[config.mk]
export PLATFORM = sky130hd
export DESIGN_NAME = sync_fifo_flat
export DESIGN_NICKNAME = d
export VERILOG_FILES = /design/src/rtl/sync_fifo_pkg.sv /design/src/rtl/sync_fifo_if.sv /design/src/rtl/fifo_regfile.sv /design/src/rtl/sync_fifo.sv /design/src/flat_wrapper.sv
export SDC_FILE = /design/constraint.sdc
export NUM_CORES = 1
export LEC_CHECK = 0
export ABC_AREA = 0
export CAP_MARGIN = 20
export CORE_UTILIZATION = 45
export CTS_BUF_LIST = sky130_fd_sc_hd__clkbuf_2
export CTS_CLUSTER_DIAMETER = 50
export DETAILED_ROUTE_END_ITERATION = 7
export MAX_ROUTING_LAYER = met4
export PLACE_DENSITY = 0.69
export SETUP_SLACK_MARGIN = 0.4
export SYNTH_ARGS = -nofsm -noshare
export SYNTH_HDL_FRONTEND = slang
export SYNTH_SLANG_ARGS = --single-unit
[constraint.sdc]
create_clock -name clk_in -period 2.5 [get_ports clk_in]
set_input_delay 0.5 -clock clk_in [delete_from_list [all_inputs] [get_ports clk_in]]
set_output_delay 0.5 -clock clk_in [all_outputs]
set_load 0.05 [all_outputs]
[src/rtl/sync_fifo_pkg.sv]
// Shared defaults and controller command constants for the loopback FIFO.
package sync_fifo_pkg;

  localparam int DATA_BITS_DEF = 8;
  localparam int ADDR_BITS_DEF = 4;
  localparam int AF_LEVEL_DEF  = 14;
  localparam int AE_LEVEL_DEF  = 2;

  // ASCII commands the loopback controller decodes from the UART stream.
  typedef enum logic [7:0] {
    CMD_WRITE = 8'h77,  // "w"
    CMD_READ  = 8'h72   // "r"
  } cmd_e;

endpackage : sync_fifo_pkg

[src/rtl/sync_fifo_if.sv]
// Handshake and status bundle between the FIFO controller and the FIFO.
interface sync_fifo_if
  import sync_fifo_pkg::*;
#(
  parameter int DATA_BITS = DATA_BITS_DEF,
  parameter int ADDR_BITS = ADDR_BITS_DEF
);

  logic                 flush;
  logic                 wr_en;
  logic [DATA_BITS-1:0] wr_data;
  logic                 rd_en;
  logic [DATA_BITS-1:0] rd_data;
  logic                 full;
  logic                 empty;
  logic                 almost_full;
  logic                 almost_empty;
  logic [ADDR_BITS:0]   count;
  logic                 overflow;
  logic                 underflow;

  // Controller side: issues requests, observes data and status.
  modport master (
    output flush, wr_en, wr_data, rd_en,
    input  rd_data, full, empty, almost_full, almost_empty, count,
           overflow, underflow
  );

  // FIFO side: serves requests, reports data and status.
  modport slave (
    input  flush, wr_en, wr_data, rd_en,
    output rd_data, full, empty, almost_full, almost_empty, count,
           overflow, underflow
  );

endinterface : sync_fifo_if

[src/rtl/fifo_regfile.sv]
// Register array: one synchronous write port, one combinational read port.
module fifo_regfile
  import sync_fifo_pkg::*;
#(
  parameter int DATA_BITS = DATA_BITS_DEF,
  parameter int ADDR_BITS = ADDR_BITS_DEF
) (
  input  logic                 clk_in,
  input  logic                 n_rst,
  input  logic                 we,
  input  logic [ADDR_BITS-1:0] waddr,
  input  logic [DATA_BITS-1:0] wdata,
  input  logic [ADDR_BITS-1:0] raddr,
  output logic [DATA_BITS-1:0] rdata
);

  localparam int DEPTH = 1 << ADDR_BITS;

  logic [DATA_BITS-1:0] mem [DEPTH];

  // Write the addressed entry; reset clears every entry.
  // NOTE: the array is reset on purpose so rd_data reads 0 after reset;
  // this rules out a RAM macro, which suits a 16-entry register file.
  always_ff @(posedge clk_in or negedge n_rst) begin
    if (!n_rst) begin
      for (int i = 0; i < DEPTH; i++) mem[i] <= '0;
    end else if (we) begin
      mem[waddr] <= wdata;
    end
  end

  assign rdata = mem[raddr];

endmodule : fifo_regfile

[src/rtl/sync_fifo.sv]
// First-word-fall-through synchronous FIFO with level flags and sticky errors.
module sync_fifo
  import sync_fifo_pkg::*;
#(
  parameter int DATA_BITS = DATA_BITS_DEF,
  parameter int ADDR_BITS = ADDR_BITS_DEF,
  parameter int AF_LEVEL  = AF_LEVEL_DEF,
  parameter int AE_LEVEL  = AE_LEVEL_DEF
) (
  input  logic        clk_in,
  input  logic        n_rst,
  sync_fifo_if.slave  bus
);

  localparam logic [ADDR_BITS:0] PTR_ONE = 1;
  localparam logic [ADDR_BITS:0] AF_CNT  = AF_LEVEL[ADDR_BITS:0];
  localparam logic [ADDR_BITS:0] AE_CNT  = AE_LEVEL[ADDR_BITS:0];

  // Pointers carry one extra wrap bit so full and empty are distinguishable.
  logic [ADDR_BITS:0] wr_ptr;
  logic [ADDR_BITS:0] rd_ptr;
  logic [ADDR_BITS:0] count;
  logic               full;
  logic               empty;
  logic               push_ok;
  logic               pop_ok;
  logic               overflow;
  logic               underflow;

  // Status derives only from registered pointers, never from the requests.
  assign count = wr_ptr - rd_ptr;
  assign empty = (wr_ptr == rd_ptr);
  assign full  = (wr_ptr[ADDR_BITS] != rd_ptr[ADDR_BITS]) &&
                 (wr_ptr[ADDR_BITS-1:0] == rd_ptr[ADDR_BITS-1:0]);

  // Acceptance looks at this cycle's full/empty, so a simultaneous pop
  // cannot make room for a push into a full FIFO (and vice versa).
  assign push_ok = bus.wr_en && !full;
  assign pop_ok  = bus.rd_en && !empty;

  // Advance pointers on accepted operations and latch rejected ones as errors.
  // NOTE: state registers use non-blocking assignments so every flop samples
  // the pre-edge values regardless of block evaluation order.
  always_ff @(posedge clk_in or negedge n_rst) begin
    if (!n_rst) begin
      wr_ptr    <= '0;
      rd_ptr    <= '0;
      overflow  <= 1'b0;
      underflow <= 1'b0;
    end else if (bus.flush) begin
      wr_ptr    <= '0;
      rd_ptr    <= '0;
      overflow  <= 1'b0;
      underflow <= 1'b0;
    end else begin
      if (push_ok)              wr_ptr    <= wr_ptr + PTR_ONE;
      if (pop_ok)               rd_ptr    <= rd_ptr + PTR_ONE;
      if (bus.wr_en && full)    overflow  <= 1'b1;
      if (bus.rd_en && empty)   underflow <= 1'b1;
    end
  end

  fifo_regfile #(
    .DATA_BITS (DATA_BITS),
    .ADDR_BITS (ADDR_BITS)
  ) u_regfile (
    .clk_in (clk_in),
    .n_rst  (n_rst),
    .we     (push_ok && !bus.flush),
    .waddr  (wr_ptr[ADDR_BITS-1:0]),
    .wdata  (bus.wr_data),
    .raddr  (rd_ptr[ADDR_BITS-1:0]),
    .rdata  (bus.rd_data)
  );

  assign bus.count        = count;
  assign bus.full         = full;
  assign bus.empty        = empty;
  assign bus.almost_full  = (count >= AF_CNT);
  assign bus.almost_empty = (count <= AE_CNT);
  assign bus.overflow     = overflow;
  assign bus.underflow    = underflow;

endmodule : sync_fifo

[src/flat_wrapper.sv]
// flat-port wrapper written by rule: the top's interface ports become plain ports
module sync_fifo_flat import sync_fifo_pkg::*;
#(
  parameter int DATA_BITS = DATA_BITS_DEF,
  parameter int ADDR_BITS = ADDR_BITS_DEF,
  parameter int AF_LEVEL  = AF_LEVEL_DEF,
  parameter int AE_LEVEL  = AE_LEVEL_DEF
)
  (clk_in, n_rst, bus_flush, bus_wr_en, bus_wr_data, bus_rd_en, bus_rd_data, bus_full, bus_empty, bus_almost_full, bus_almost_empty, bus_count, bus_overflow, bus_underflow);
  sync_fifo_if #(.DATA_BITS(DATA_BITS), .ADDR_BITS(ADDR_BITS)) bus_i ();
  input  logic clk_in;
  input  logic n_rst;
  input wire logic [$bits(bus_i.flush)-1:0] bus_flush;
  input wire logic [$bits(bus_i.wr_en)-1:0] bus_wr_en;
  input wire logic [$bits(bus_i.wr_data)-1:0] bus_wr_data;
  input wire logic [$bits(bus_i.rd_en)-1:0] bus_rd_en;
  output wire logic [$bits(bus_i.rd_data)-1:0] bus_rd_data;
  output wire logic [$bits(bus_i.full)-1:0] bus_full;
  output wire logic [$bits(bus_i.empty)-1:0] bus_empty;
  output wire logic [$bits(bus_i.almost_full)-1:0] bus_almost_full;
  output wire logic [$bits(bus_i.almost_empty)-1:0] bus_almost_empty;
  output wire logic [$bits(bus_i.count)-1:0] bus_count;
  output wire logic [$bits(bus_i.overflow)-1:0] bus_overflow;
  output wire logic [$bits(bus_i.underflow)-1:0] bus_underflow;
  assign bus_i.flush = bus_flush;
  assign bus_i.wr_en = bus_wr_en;
  assign bus_i.wr_data = bus_wr_data;
  assign bus_i.rd_en = bus_rd_en;
  assign bus_rd_data = bus_i.rd_data;
  assign bus_full = bus_i.full;
  assign bus_empty = bus_i.empty;
  assign bus_almost_full = bus_i.almost_full;
  assign bus_almost_empty = bus_i.almost_empty;
  assign bus_count = bus_i.count;
  assign bus_overflow = bus_i.overflow;
  assign bus_underflow = bus_i.underflow;
  sync_fifo #(.DATA_BITS(DATA_BITS), .ADDR_BITS(ADDR_BITS), .AF_LEVEL(AF_LEVEL), .AE_LEVEL(AE_LEVEL)) u_core (.clk_in(clk_in), .n_rst(n_rst), .bus(bus_i));
endmodule
* Word-level counts from Yosys, hierarchy flattened
Index checks and enable logic that the tools add are counted.
W data, S select, Z words.
** Storage, ports and cells
- Register bits :: 140
- Input bits :: 13
- Output and inout bits :: 19
- Word-level logic and storage cells :: 61
** Operators by class
- Add/subtract/negate cells :: 3
- $lt $le $gt $ge :: 5
- Equal/unequal tests :: 3
- Mux-type cells :: 14
- Bitwise operators :: 2
- Reduce and logical (&&, ||, !) cells :: 14
** Operators by type and width (count)
- $bwmux W128 :: 1
- $bmux W8 S4 :: 1
- $demux W8 S4 :: 1
- $mux W8 :: 3
- $mux W5 :: 4
- $add A5 B1 Y5 const B :: 2
- $ge A5 B5 Y1 const B :: 2
- $not A4 Y5 :: 2
- $reduce_bool A2 Y1 :: 4
- $logic_and A1 B1 Y1 :: 7
- $eq A5 B5 Y1 :: 1
- $ge A5 B4 Y1 const B :: 1
- $le A5 B2 Y1 const B :: 1
- $lt A5 B1 Y1 const B :: 1
- $sub A5 B5 Y5 :: 1
- $eq A4 B4 Y1 :: 1
- $mux W1 :: 4
- $logic_not A1 Y1 :: 3
- $ne A1 B1 Y1 :: 1

* Depth between registers and ports, before layout
- Word-level depth :: 6
- Mapped depth :: 9
- Gate-level depth less buffers :: 8

* By module
A second synthesis with hierarchy kept.
** Second synthesis, totals
- Cell total of the unflattened synthesis :: 443
- Area, all modules :: 6696.4 µm²
** By module, submodules not included
- fifo_regfile :: instances 1, cells each 365, area each 5915.7 µm², seq. area each 3203.1 µm²
- sync_fifo :: instances 1, cells each 78, area each 780.7 µm², seq. area each 300.3 µm²

* Least setup slack after synthesis
Ideal clock, no wire load.
- Kind :: register -> output
- Start :: register u_core.rd_ptr[1]
- End :: output port bus_almost_empty
- Arrival time :: 4804 ps
- Data required time :: 2000 ps
- Path slack :: -2804 ps
- Stages on the path, launching flop included :: 9
- Path buffers :: 2
- Path through :: dfrtp_1 buf_2 buf_1 inv_1 fa_1 a21o_1 a21oi_1 xnor2_1 a2111oi_0
** Between the ends
- Word-level cells in the longest chain between the ends :: 2
** RTL lines
- start, declared :: RTL line sync_fifo.sv:21 : logic [ADDR_BITS:0] rd_ptr;
- start signal, assigned :: RTL line sync_fifo.sv:57 : if (pop_ok) rd_ptr <= rd_ptr + PTR_ONE;
- $sub A5 B5 Y5 :: RTL line sync_fifo.sv:31 : assign count = wr_ptr - rd_ptr;
- net bus_count[4] :: RTL line flat_wrapper.sv:22 : output wire logic [$bits(bus_i.count)-1:0] bus_count;
- $le A5 B2 Y1 :: RTL line sync_fifo.sv:80 : assign bus.almost_empty = (count <= AE_CNT);
- end, declared :: RTL line flat_wrapper.sv:21 : output wire logic [$bits(bus_i.almost_empty)-1:0] bus_almost_empty;
The timed path passes the listed nets, and every way through them passes these cells.

* Worst setup path in the final report
- Start :: register u_core.wr_ptr[0]
- End :: output port bus_almost_empty
** Between the ends
- Word-level cells in the longest chain between the ends :: 2
** RTL lines
- start, declared :: RTL line sync_fifo.sv:20 : logic [ADDR_BITS:0] wr_ptr;
- start signal, assigned :: RTL line sync_fifo.sv:56 : if (push_ok) wr_ptr <= wr_ptr + PTR_ONE;
- $sub A5 B5 Y5 :: RTL line sync_fifo.sv:31
- $le A5 B2 Y1 :: RTL line sync_fifo.sv:80
No other way between the ends.

==> reports/results.ini <==
[run_status]
status=finished, violations left
violations=setup timing

[timing]
clock_skew_ns=0.02916
fin_setup_tns_ns=-7.762
setup_viol=16
tightest_slew_ns=0.6864
slew_headroom_pct=54.24
slew_violations=0
max_freq_ghz=0.3129
period_minus_slack_ns=3.196
rsz0062_at_grt=true
hold_violations=0
setup_ws_ns=-0.6960
fin_crit_sh_pct=127.8
hold_ws_ns=0.3241

[die]
core_mm2=0.01453
core.rowCount=44
die_x_um=124.0
start_util_pct=46.05
die_h_um=124.0
die_area_mm2=0.01536
io_pins=32

[synthesis]
ys_top_cells_by_area=dfrtp_1 (52%), mux2_2 (20%), mux4_2 (8.1%)
synth_fp_nets=488
synthCells=465
synth_cell_types=36
synth_top_cell_area_share_pct=52.35
synthMuxAreaShare_pct=33.50
ys_seq_area_share_pct=52.35
synth_top_family_by_area=multiplexers
synth_fa_ha_area_share_pct=1.982
synth_area_per_cell_um2=14.39
ys_ff_latch=140
ys_warn_count=0
synth_area_leader_cell=dfrtp_1
synthXorXnorAreaFrac_pct=1.683
synth-simple-area-share_pct=3.776
synth-compound-area-share_pct=4.580
synth_area_mm2=0.006693

[clock_tree]
ctsHtreeMaxLevel=4
cts_buffer_depth=2
path_clk_slew_ns=0.21
clkLatencyLatePin_ns=0.71
numClockSinks=140
cts_tree=built
cts_buffers=17
clockRootBuffer=clkbuf_2

[run]
drv_cap=0

[placement]
port_buffers=31
place_hpwl_um=10210
gp_congestion=0.8277

[critical_path]
cp-startpoint=u_core.wr_ptr[0]
crit_path_end_kind=output port
path_delay_family=compound AO/OA/AOI/OAI gates
regToRegStartpoint=u_core.rd_ptr[3]
cp-start-kind=flop
crit_arrival_ns=2.70
cp.required_ns=2.00
cp_slowest_cell=dfrtp_1
path_class=reg -> out
path_buf_inv=3
cp_max_fo=3
critPathMaxStageDelay_ns=0.44
worstPathCellList=inv_2 > ha_4 > inv_4 > fa_2 > a21o_1 > a21oi_4 > xnor2_4 > a2111oi_4 > buf_12

[power]
switching_share_pct=32.21
p_leak_nw=4.233
p_comb_share_pct=38.6
p_total_mw=6.761
clockPowerShare_pct=23.5
p_int_mw=4.583
power_switching_mw=2.178
ir_worst_vdd_mv=0.5687
pwr-share-seq_pct=37.9
powerDensity_mw_per_mm2=752.1

[global_routing]
grt_pass1_wl_um=26330
grt_max_degree=73
first_global_vias=4560
antenna_found_initial=0
grt_use_total_pct=24.93
overflow=0

[final_layout]
drive_gt1_share_pct=58.39
nets=559
antennaDiodeCount=0
fill_cells=1057
syn_to_final_growth_pct=34.31

[detailed_routing]
drc_errors=0
wl_um=17480
ant_nets=0
wl_per_cell_um=23.88
vias=4256
drtIter0Drc=213
viasPerCell=5.814
dr.pass1.iters=7

[min_path]
hold_path_class=in -> async

synthesized netlist by cell type (all sizes together):
master,instances
a2111oi,1
a211oi,1
a21o,2
a21oi,9
a221oi,8
a31o,1
a31oi,1
and2,5
and3,1
and4,1
buf,11
clkbuf,16
dfrtp,140
fa,1
ha,9
inv,7
mux2,128
mux2i,26
mux4,24
nand2,18
nand2b,2
nand4,3
nor2,13
nor2b,2
o211ai,3
o21ai,19
or3,1
xnor2,7
xor2,5
cells in the final DEF (no fill, tap or decap), types with 5 or more instances in the layout:
master           count
dfrtp_1            137
mux2_4              79
mux2_2              49
buf_4               33
mux4_2              24
buf_12              20
mux2i_1             19
clkbuf_2            19
nor2_1              12
nand2_8             12
clkdlybuf4s50_1     11
o21ai_2              9
a221oi_1             7
o21ai_4              5
a21oi_1              5
ha_1                 5
bufinv_16            5
buf_6                5
metrics by stage:
stage	utilization [%]	setup slack, ns	cells	cell area, µm²
after floorplan	-	-0.2938	465	7154
after global placement	54.33	0.07927	678	7896
after detailed placement	54.33	0.06026	678	7896
after CTS	59.72	-0.7067	723	8680
after global routing	61.85	-0.8290	732	8989
final	61.85	-0.6960	732	8989
layer usage:
layer	up-vias	track usage, %	wire length, µm
li1	1863	-	-
met1	2243	32.41	7429
met2	115	38.58	8734
met3	35	4.945	766
met4	0	9.896	550
met5	-	-	0
power by group through the flow:
stage	combinational [mW]	sequential [mW]	clock [mW]
2_1_floorplan	1.33	2.57	0
3_3_place_gp	2.09	2.58	0
3_5_place_dp	2.12	2.60	0
4_1_cts	2.40	2.55	1.61
5_1_grt	2.74	2.58	1.71
6_report	2.61	2.56	1.59
registers in the layout, summed over array words and instances, names as in the netlist:
register / flops
u_core.wr_ptr: 5
u_core.u_regfile.mem: 128
u_core.bus.underflow: 1
u_core.bus.overflow: 1
u_core.rd_ptr: 5
cells by family after synthesis:
group,after synthesis
xor+xnor,12
buf+inv,34
compound gates,45
flops,140
fa+ha+maj,10
mux,178
simple gates,46
path summary, 6_finish.rpt:
path,endpoint,slack [ns],cells after the start
max,bus_almost_empty,-0.70,9
min,u_core.wr_ptr[2],0.32,2
max reg2reg,u_core.u_regfile.mem[81],0.36,8
min reg2reg,u_core.u_regfile.mem[10],0.52,1
max in group asynchronous,u_core.u_regfile.mem[87],1.37,3
min in group clk_in,u_core.u_regfile.mem[10],0.52,1
layout make-up:
type / instances / area, µm² / share of cell area (%)
clock inverters: 12 / 196.4 / 2.185
well taps: 184 / 230.2 / 2.561
repair buffers: 79 / 1027 / 11.43
clock buffers: 19 / 95.09 / 1.058
multi-input cells: 291 / 3895 / 43.33
flip-flops and latches: 140 / 3507 / 39.02
inverters: 7 / 37.54 / 0.4176
timing repair:
| action | in CTS | in global routing |
|---|---|---|
| hold endpoints to repair | 69 | 0 |
| gates resized for setup | 73 | 45 |
| setup endpoints to repair | 147 | 136 |
| hold buffers | 1 | 0 |
| buffers inserted | 10 | 7 |
| cloned | 3 | 2 |
| pin swaps | 4 | 6 |
No activity file was read; power rests on OpenSTA's default activity.
